[src/rtl/ocs_cfg_pkg.sv]
`default_nettype none
// ============================================================================
//  Module      : ocs_cfg_pkg
//  Description : Shared definitions for the OCS reconfiguration path:
//                controller FSM state encodings, the index-width helper used
//                across the OCS datapath, and the identity-map generator.
//  Revision    : 1.0 - initial release
// ============================================================================
package ocs_cfg_pkg;

    // Widest map any supported configuration needs (16 ports x 4-bit index).
    localparam int C_MAP_MAX_W = 64;

    typedef enum logic [2:0] {
        ST_IDLE     = 3'd0,
        ST_CHECK    = 3'd1,
        ST_APPLY    = 3'd2,
        ST_WAIT_END = 3'd3,
        ST_SETTLE   = 3'd4,
        ST_ACTIVE   = 3'd5
    } cfg_state_t;

    // Bits needed to name one port; never less than one bit.
    function automatic int idx_width(input int ports);
        return (ports > 1) ? $clog2(ports) : 1;
    endfunction

    // Map where field j holds j. Built bit by bit so the field width can be
    // a run-time argument; callers truncate to their own map width.
    function automatic logic [C_MAP_MAX_W-1:0] identity_map(input int ports);
        logic [C_MAP_MAX_W-1:0] m;
        int                     w;
        m = '0;
        w = idx_width(ports);
        for (int b = 0; b < C_MAP_MAX_W; b++) begin
            if (b < ports * w) begin
                m[b] = 1'(((b / w) >> (b % w)) & 1);
            end
        end
        return m;
    endfunction

endpackage
`default_nettype wire

[src/rtl/ocs_req_fifo.sv]
`default_nettype none
// ============================================================================
//  Module      : ocs_req_fifo
//  Description : Synchronous single-clock request FIFO with occupancy level.
//                Push while full and pop while empty are ignored; a push and
//                pop in the same cycle are both honoured.
//  Ports       : i_clk, i_rst (sync, active-high)
//                i_push/i_data  - write side
//                i_pop/o_data   - read side, o_data shows the head (FWFT)
//                o_full, o_empty, o_level - occupancy
//  Revision    : 1.0 - initial release
// ============================================================================
module ocs_req_fifo #(
    parameter  int P_WIDTH = 8,
    parameter  int P_DEPTH = 4,
    localparam int P_PTR_W = $clog2(P_DEPTH),
    localparam int P_LVL_W = $clog2(P_DEPTH) + 1
) (
    input  logic               i_clk,
    input  logic               i_rst,
    input  logic               i_push,
    input  logic [P_WIDTH-1:0] i_data,
    input  logic               i_pop,
    output logic [P_WIDTH-1:0] o_data,
    output logic               o_full,
    output logic               o_empty,
    output logic [P_LVL_W-1:0] o_level
);

    logic [P_WIDTH-1:0] r_mem [P_DEPTH];
    logic [P_PTR_W-1:0] r_wr_ptr;
    logic [P_PTR_W-1:0] r_rd_ptr;
    logic [P_LVL_W-1:0] r_level;
    logic               w_push;
    logic               w_pop;

    assign o_full  = (r_level == P_LVL_W'(P_DEPTH));
    assign o_empty = (r_level == '0);
    assign o_level = r_level;
    assign o_data  = r_mem[r_rd_ptr];

    assign w_push = i_push & ~o_full;
    assign w_pop  = i_pop  & ~o_empty;

    // Depth is a power of two, so the pointers wrap naturally.
    always_ff @(posedge i_clk) begin
        if (i_rst) begin
            r_wr_ptr <= '0;
            r_rd_ptr <= '0;
            r_level  <= '0;
        end else begin
            if (w_push) begin
                r_mem[r_wr_ptr] <= i_data;
                r_wr_ptr        <= r_wr_ptr + P_PTR_W'(1);
            end
            if (w_pop) begin
                r_rd_ptr <= r_rd_ptr + P_PTR_W'(1);
            end
            case ({w_push, w_pop})
                2'b10:   r_level <= r_level + P_LVL_W'(1);
                2'b01:   r_level <= r_level - P_LVL_W'(1);
                default: r_level <= r_level;
            endcase
        end
    end

endmodule
`default_nettype wire

[src/rtl/ocs_nxn_config_ctrl.sv]
`default_nettype none
// ============================================================================
//  Module      : ocs_nxn_config_ctrl
//  Description : N-port reconfiguration controller for the optical circuit
//                switch. Queues destination-permutation requests, rejects
//                non-permutations, converts accepted requests into a
//                per-output source map for the switch driver, waits for the
//                driver's config-end, applies a settle guard and then flags
//                the path active.
//  Ports       : i_clk, i_rst (sync, active-high)
//                i_req/i_req_valid/o_req_ready - request queue input; field k
//                    of i_req is the destination output of input k
//                o_cfg_map/o_cfg_valid - field j = source input for output j,
//                    valid is a one-cycle pulse per new map
//                i_config_end - driver acknowledgement pulse
//                o_cfg_active - map applied and settled
//                o_busy, o_err_perm, o_err_timeout, o_fifo_level - status
//  Revision    : 1.0 - initial release
// ============================================================================
module ocs_nxn_config_ctrl
    import ocs_cfg_pkg::*;
#(
    parameter  int P_PORTS       = 8,
    parameter  int P_FIFO_DEPTH  = 4,
    parameter  int P_SETTLE_CYC  = 16,
    parameter  int P_END_TIMEOUT = 1024,
    localparam int P_IDX_W       = idx_width(P_PORTS),
    localparam int P_MAP_W       = P_PORTS * P_IDX_W,
    localparam int P_LVL_W       = $clog2(P_FIFO_DEPTH) + 1
) (
    input  logic               i_clk,
    input  logic               i_rst,
    input  logic [P_MAP_W-1:0] i_req,
    input  logic               i_req_valid,
    output logic               o_req_ready,
    output logic [P_MAP_W-1:0] o_cfg_map,
    output logic               o_cfg_valid,
    input  logic               i_config_end,
    output logic               o_cfg_active,
    output logic               o_busy,
    output logic               o_err_perm,
    output logic               o_err_timeout,
    output logic [P_LVL_W-1:0] o_fifo_level
);

    localparam int C_CNT_MAX = (P_END_TIMEOUT > P_SETTLE_CYC) ? P_END_TIMEOUT : P_SETTLE_CYC;
    localparam int C_CNT_W   = $clog2(C_CNT_MAX + 1);
    localparam logic [P_MAP_W-1:0] C_IDENTITY = P_MAP_W'(identity_map(P_PORTS));

    cfg_state_t         r_state;
    logic               r_from_active;
    logic [P_MAP_W-1:0] r_check;
    logic [P_MAP_W-1:0] r_cfg_map;
    logic               r_cfg_valid;
    logic               r_cfg_active;
    logic               r_err_perm;
    logic               r_err_timeout;
    logic [C_CNT_W-1:0] r_cnt;

    logic               w_ready;
    logic               w_full;
    logic               w_empty;
    logic               w_pop;
    logic [P_MAP_W-1:0] w_fifo_data;
    logic [P_PORTS-1:0] w_hit;
    logic [P_MAP_W-1:0] w_inv;
    logic               w_is_perm;
    logic               w_same_map;
    logic [C_CNT_W-1:0] w_cnt_inc;

    // Ready is forced low during reset so nothing is accepted into a FIFO
    // that is being flushed.
    assign w_ready = ~w_full & ~i_rst;
    assign w_pop   = ((r_state == ST_IDLE) || (r_state == ST_ACTIVE)) & ~w_empty;

    ocs_req_fifo #(
        .P_WIDTH (P_MAP_W),
        .P_DEPTH (P_FIFO_DEPTH)
    ) u_req_fifo (
        .i_clk   (i_clk),
        .i_rst   (i_rst),
        .i_push  (i_req_valid & w_ready),
        .i_data  (i_req),
        .i_pop   (w_pop),
        .o_data  (w_fifo_data),
        .o_full  (w_full),
        .o_empty (w_empty),
        .o_level (o_fifo_level)
    );

    // For each output j: hit[j] marks that some input targets j, and the
    // inverse map records which input that is. With P_PORTS fields into
    // P_PORTS bins, every bin is hit exactly when no destination repeats.
    for (genvar j = 0; j < P_PORTS; j++) begin : g_inv
        logic               w_hit_j;
        logic [P_IDX_W-1:0] w_src_j;
        always_comb begin
            w_hit_j = 1'b0;
            w_src_j = '0;
            for (int k = 0; k < P_PORTS; k++) begin
                if (r_check[k*P_IDX_W +: P_IDX_W] == P_IDX_W'(j)) begin
                    w_hit_j = 1'b1;
                    w_src_j = P_IDX_W'(k);
                end
            end
        end
        assign w_hit[j]                     = w_hit_j;
        assign w_inv[j*P_IDX_W +: P_IDX_W] = w_src_j;
    end

    assign w_is_perm  = &w_hit;
    assign w_same_map = (w_inv == r_cfg_map);
    assign w_cnt_inc  = (r_cnt == {C_CNT_W{1'b1}}) ? r_cnt : r_cnt + C_CNT_W'(1);

    always_ff @(posedge i_clk) begin
        if (i_rst) begin
            r_state       <= ST_IDLE;
            r_from_active <= 1'b0;
            r_check       <= '0;
            r_cfg_map     <= C_IDENTITY;
            r_cfg_valid   <= 1'b0;
            r_cfg_active  <= 1'b0;
            r_err_perm    <= 1'b0;
            r_err_timeout <= 1'b0;
            r_cnt         <= '0;
        end else begin
            r_cfg_valid   <= 1'b0;
            r_err_perm    <= 1'b0;
            r_err_timeout <= 1'b0;
            case (r_state)
                ST_IDLE, ST_ACTIVE: begin
                    if (!w_empty) begin
                        r_check       <= w_fifo_data;
                        r_from_active <= (r_state == ST_ACTIVE);
                        r_cfg_active  <= 1'b0;
                        r_state       <= ST_CHECK;
                    end else if (r_state == ST_ACTIVE) begin
                        // Also restores the flag after a no-change request.
                        r_cfg_active <= 1'b1;
                    end
                end
                ST_CHECK: begin
                    if (!w_is_perm) begin
                        r_err_perm <= 1'b1;
                        r_state    <= ST_IDLE;
                    end else if (r_from_active && w_same_map) begin
                        // Switch already holds this map; skip the driver.
                        r_state <= ST_ACTIVE;
                    end else begin
                        r_state <= ST_APPLY;
                    end
                end
                ST_APPLY: begin
                    r_cfg_map   <= w_inv;
                    r_cfg_valid <= 1'b1;
                    r_cnt       <= '0;
                    r_state     <= ST_WAIT_END;
                end
                ST_WAIT_END: begin
                    // config_end takes priority over an expiring timeout.
                    if (i_config_end) begin
                        r_cnt   <= '0;
                        r_state <= ST_SETTLE;
                    end else if (r_cnt == C_CNT_W'(P_END_TIMEOUT - 1)) begin
                        r_err_timeout <= 1'b1;
                        r_state       <= ST_IDLE;
                    end else begin
                        r_cnt <= w_cnt_inc;
                    end
                end
                ST_SETTLE: begin
                    if (r_cnt == C_CNT_W'(P_SETTLE_CYC - 1)) begin
                        r_cfg_active <= 1'b1;
                        r_state      <= ST_ACTIVE;
                    end else begin
                        r_cnt <= w_cnt_inc;
                    end
                end
                default: begin
                    r_state <= ST_IDLE;
                end
            endcase
        end
    end

    assign o_req_ready   = w_ready;
    assign o_cfg_map     = r_cfg_map;
    assign o_cfg_valid   = r_cfg_valid;
    assign o_cfg_active  = r_cfg_active;
    assign o_err_perm    = r_err_perm;
    assign o_err_timeout = r_err_timeout;
    assign o_busy        = ((r_state != ST_IDLE) && (r_state != ST_ACTIVE)) || !w_empty;

endmodule
`default_nettype wire
[config.mk]
export PLATFORM = sky130hd
export DESIGN_NAME = ocs_nxn_config_ctrl
export DESIGN_NICKNAME = d
export VERILOG_FILES = /design/src/rtl/ocs_cfg_pkg.sv /design/src/rtl/ocs_req_fifo.sv /design/src/rtl/ocs_nxn_config_ctrl.sv
export SDC_FILE = /design/constraint.sdc
export NUM_CORES = 1
export LEC_CHECK = 0
export ABC_AREA = 1
export CORE_MARGIN = 2
export CORE_UTILIZATION = 61
export CTS_BUF_LIST = sky130_fd_sc_hd__clkbuf_4
export CTS_CLUSTER_SIZE = 30
export DETAILED_ROUTE_END_ITERATION = 10
export PLACE_DENSITY = 0.95
export SYNTH_ARGS = -nofsm -noshare
export SYNTH_HDL_FRONTEND = slang
export SYNTH_SLANG_ARGS = --single-unit
[constraint.sdc]
create_clock -name i_clk -period 3.4 [get_ports i_clk]
set_input_delay 0.85 -clock i_clk [delete_from_list [all_inputs] [get_ports i_clk]]
set_output_delay 0.85 -clock i_clk [all_outputs]
set_load 0.005 [all_outputs]
==> results.tsv <==
metric	value	unit
headroom to the max-slew limit	17.46	%
share of the core filled with cells in the final layout	71.60	%
ordered list of cells on the worst path	inv_1 > nor2_2 > inv_1 > o21ai_0 > inv_1 > nor2_1 > inv_1 > clkdlybuf4s50_1	
share of the synthesized area in the top cell type	36.23	%
Worst Path Arrival	2310	ps
Largest delay share family, worst path	buffers and inverters	
GRT Overall Usage	26.28	%
initial antenna violation count	1	
Power Density	696.8	mW/mm^2
Boundary Pins	61	
Starting DRT DRC Count	710	
synth top area cells	edfxtp_1 36%, dfxtp_1 19%, nand2_1 8.2%	
via count of the first global-routing pass	6183	
Clk Tree Root Cell	clkbuf_4	
dpl cell area	0.008747	sq mm
TritonCTS clock tree	built	
number of vias after detailed routing	6752	
pins over their slew limit	0	
element type at the critical path start	flip-flop	
Routed Wire Length	17880	um
Synth cell types	37	
Placeable Area	0.01267	sq mm
endpoint type of the worst setup path	primary output	
Routability Congestion	0.9817	
highest metal layer with signal wires	met4	
required time of the critical path	2550	ps
finished layout cell area	0.009072	sq mm
maximum number of pins on one net before global-route repair	53	
CTS Hold Bufs	0	
fin nets	1036	
class of the worst hold path	flip-flop to flip-flop	
starting utilization of the core area	62.80	%
dominant cell by count in the synthesized netlist	nand2_1	
RSZ-0062 raised after global routing	false	
H-tree Lvls	4	
Finish-stage setup viols	0	
final critical path time including I/O delays and setup	3164	ps
total of buffers placed on input and output ports	60	
EDFF count, synth	96	
leakage dissipation	3.625	nW
worst-margin pin slew	1237	ps
proportion of synthesized flip-flops having asynchronous set or reset	0	%
clock slew at reported path FFs	140	ps
crit path max-delay cell type	clkdlybuf4s50_1	
worst IR drop on VDD	0.0006774	V
maximum buffer depth of the clock tree	2	
source-to-sink clock delay at the later pin of the worst-skew pair	590	ps
met2 wire len	8594	um
post-synthesis cell area	0.007958	sq mm
horizontal extent of the die	118.2	um
fmax	316.0	MHz
Via density	5.684	
die area	0.01397	sq mm
count of buffer and inverter cells on the critical path	5	
clk sink count	170	
mean cell area of the mapped netlist	8.439	sq um
flip-flop cell with the highest count after synthesis	edfxtp_1	
synthesis-stage register bit count	170	
total number of yosys warnings	0	
routed length per instance	15.05	um
number of design rule violations left after detail routing	0	
Post-Synthesis Net Count	978	
share of the clock period used by the worst path	93.07	%
placement row count	41	
fraction of final layout cells with drive strength greater than 1	9.270	%
die extent in y	118.2	um
layout overhead on the synthesized area	14.01	%
wire length on met3	1481	um
number of endpoints with negative hold slack in the final report	0	
TritonRoute pass-1 iters	9	
critical path start-end classification	flip-flop to primary output	
estimated wirelength of the detail-placed design	12070	um
max cap viols	0	
CP Max Fanout	6	
commonest cells in the synthesized netlist	174 x nand2_1, 142 x nor2_1, 105 x o21ai_0, 96 x edfxtp_1, 83 x inv_1	
proportion of synthesized chip area in sequential cells	54.84	%
first-pass GRT wire length	29440	um
Post-CTS Setup Repair Bufs	0	
met1 wire length	7420	um
highest cell delay on the worst timing path	440	ps
Most Frequent Cell on Critical Path	inv_1	
run status	completed	
setup clock skew after layout	29.24	ps
number of nets with antenna violations after routing	0	
Yosys top cell by area	edfxtp_1	
total clock buffers created by CTS	17	
number of standard cells after synthesis	943	
remaining global-route overflow	0	
Fin Setup TNS	0	ps
## final cells by class
class                           instances  area [sq um]
Sequential cell                       170          4364
Fill cell                             928          3598
Multi-Input combinational cell        642          3110
Timing Repair Buffer                   72         690.7
Inverter                               98         369.1
Tap cell                              172         215.2
Clock inverter                         15         190.2
Clock buffer                           17         127.6
Antenna cell                            2         5.005
## per-stage QoR
| step | setup slack, ps | hold WS [ps] | instances | total power, mW |
|---|---|---|---|---|
| finish | 235.7 | 487.5 | 1188 | 6.322 |
| global route | 5.088 | 538.3 | 1188 | 6.790 |
| CTS | 238.8 | 487.4 | 1186 | 6.291 |
| detailed placement | 512.8 | 468.7 | 1154 | 5.043 |
| global placement | 566.5 | 450.4 | 1154 | 4.948 |
| floorplan | 502.4 | 440.0 | 943 | 4.396 |
## tightest hold or removal path, cell delays in order (launching register included)
cell	delay, ps
dfxtp_1	340
nand2_1	60
a21oi_1	50
## power breakdown
part | switching, mW | internal, mW | total [mW]
sequential | 0.279 | 2.38 | 2.66
combinational | 1.61 | 0.789 | 2.40
clock | 0.732 | 0.529 | 1.26
total | 2.62 | 3.70 | 6.32
## sequential cells by signal, summed over array words and instances (netlist names), 2 cells and up
name,cells
r_check,24
u_req_fifo.r_rd_ptr,2
u_req_fifo.o_level,3
o_cfg_map,24
u_req_fifo.r_mem,96
r_cnt,11
u_req_fifo.r_wr_ptr,2
r_state,3
## per-layer routing
layer	up-vias	track usage, %
met5	-	0
met1	3094	34.35
met4	0	8.735
li1	3303	-
met3	47	5.888
met2	308	43.46
## timing repair
action                                 4_1_cts  5_1_grt
setup endpoints to repair                    0        1
resized for setup                            0        1
endpoints found under the hold margin        0        0
## placed cells by master (no fill, tap or decap), types with 9 or more instances in the layout
cell               n
inv_1             83
buf_4             12
a31oi_1           25
inv_2             13
nor3_1            16
nor2_1           137
nor2_2             9
nand2_1          174
edfxtp_1          96
a21oi_1           35
clkbuf_4          17
nand3_1           74
o21ai_0          105
dfxtp_1           74
clkdlybuf4s50_1   60
## worst paths after layout
kind / from / to / slack (ps) / depth (start not counted)
setup / recovery: r_state[2] / o_busy / 240 / 8
hold reg to reg: r_from_active / r_from_active / 490 / 2
setup reg to reg: r_state[2] / u_req_fifo.o_level[2] / 1040 / 13
hold / removal: r_from_active / r_from_active / 490 / 2
## cells by family (layout without fill, tap and decap cells)
family | after synthesis | count (layout) | synth area share (%)
other | 0 | 2 | 0
and+or+nand+nor | 450 | 450 | 24.98
AOI/OAI and AO/OA | 179 | 179 | 12.09
xor gates and xnor gates | 6 | 6 | 0.6604
buffers and inverters | 131 | 202 | 6.226
adders and majority gates | 7 | 7 | 1.195
DFF | 170 | 170 | 54.84
Note: power is estimated with default switching activity, not from simulation.
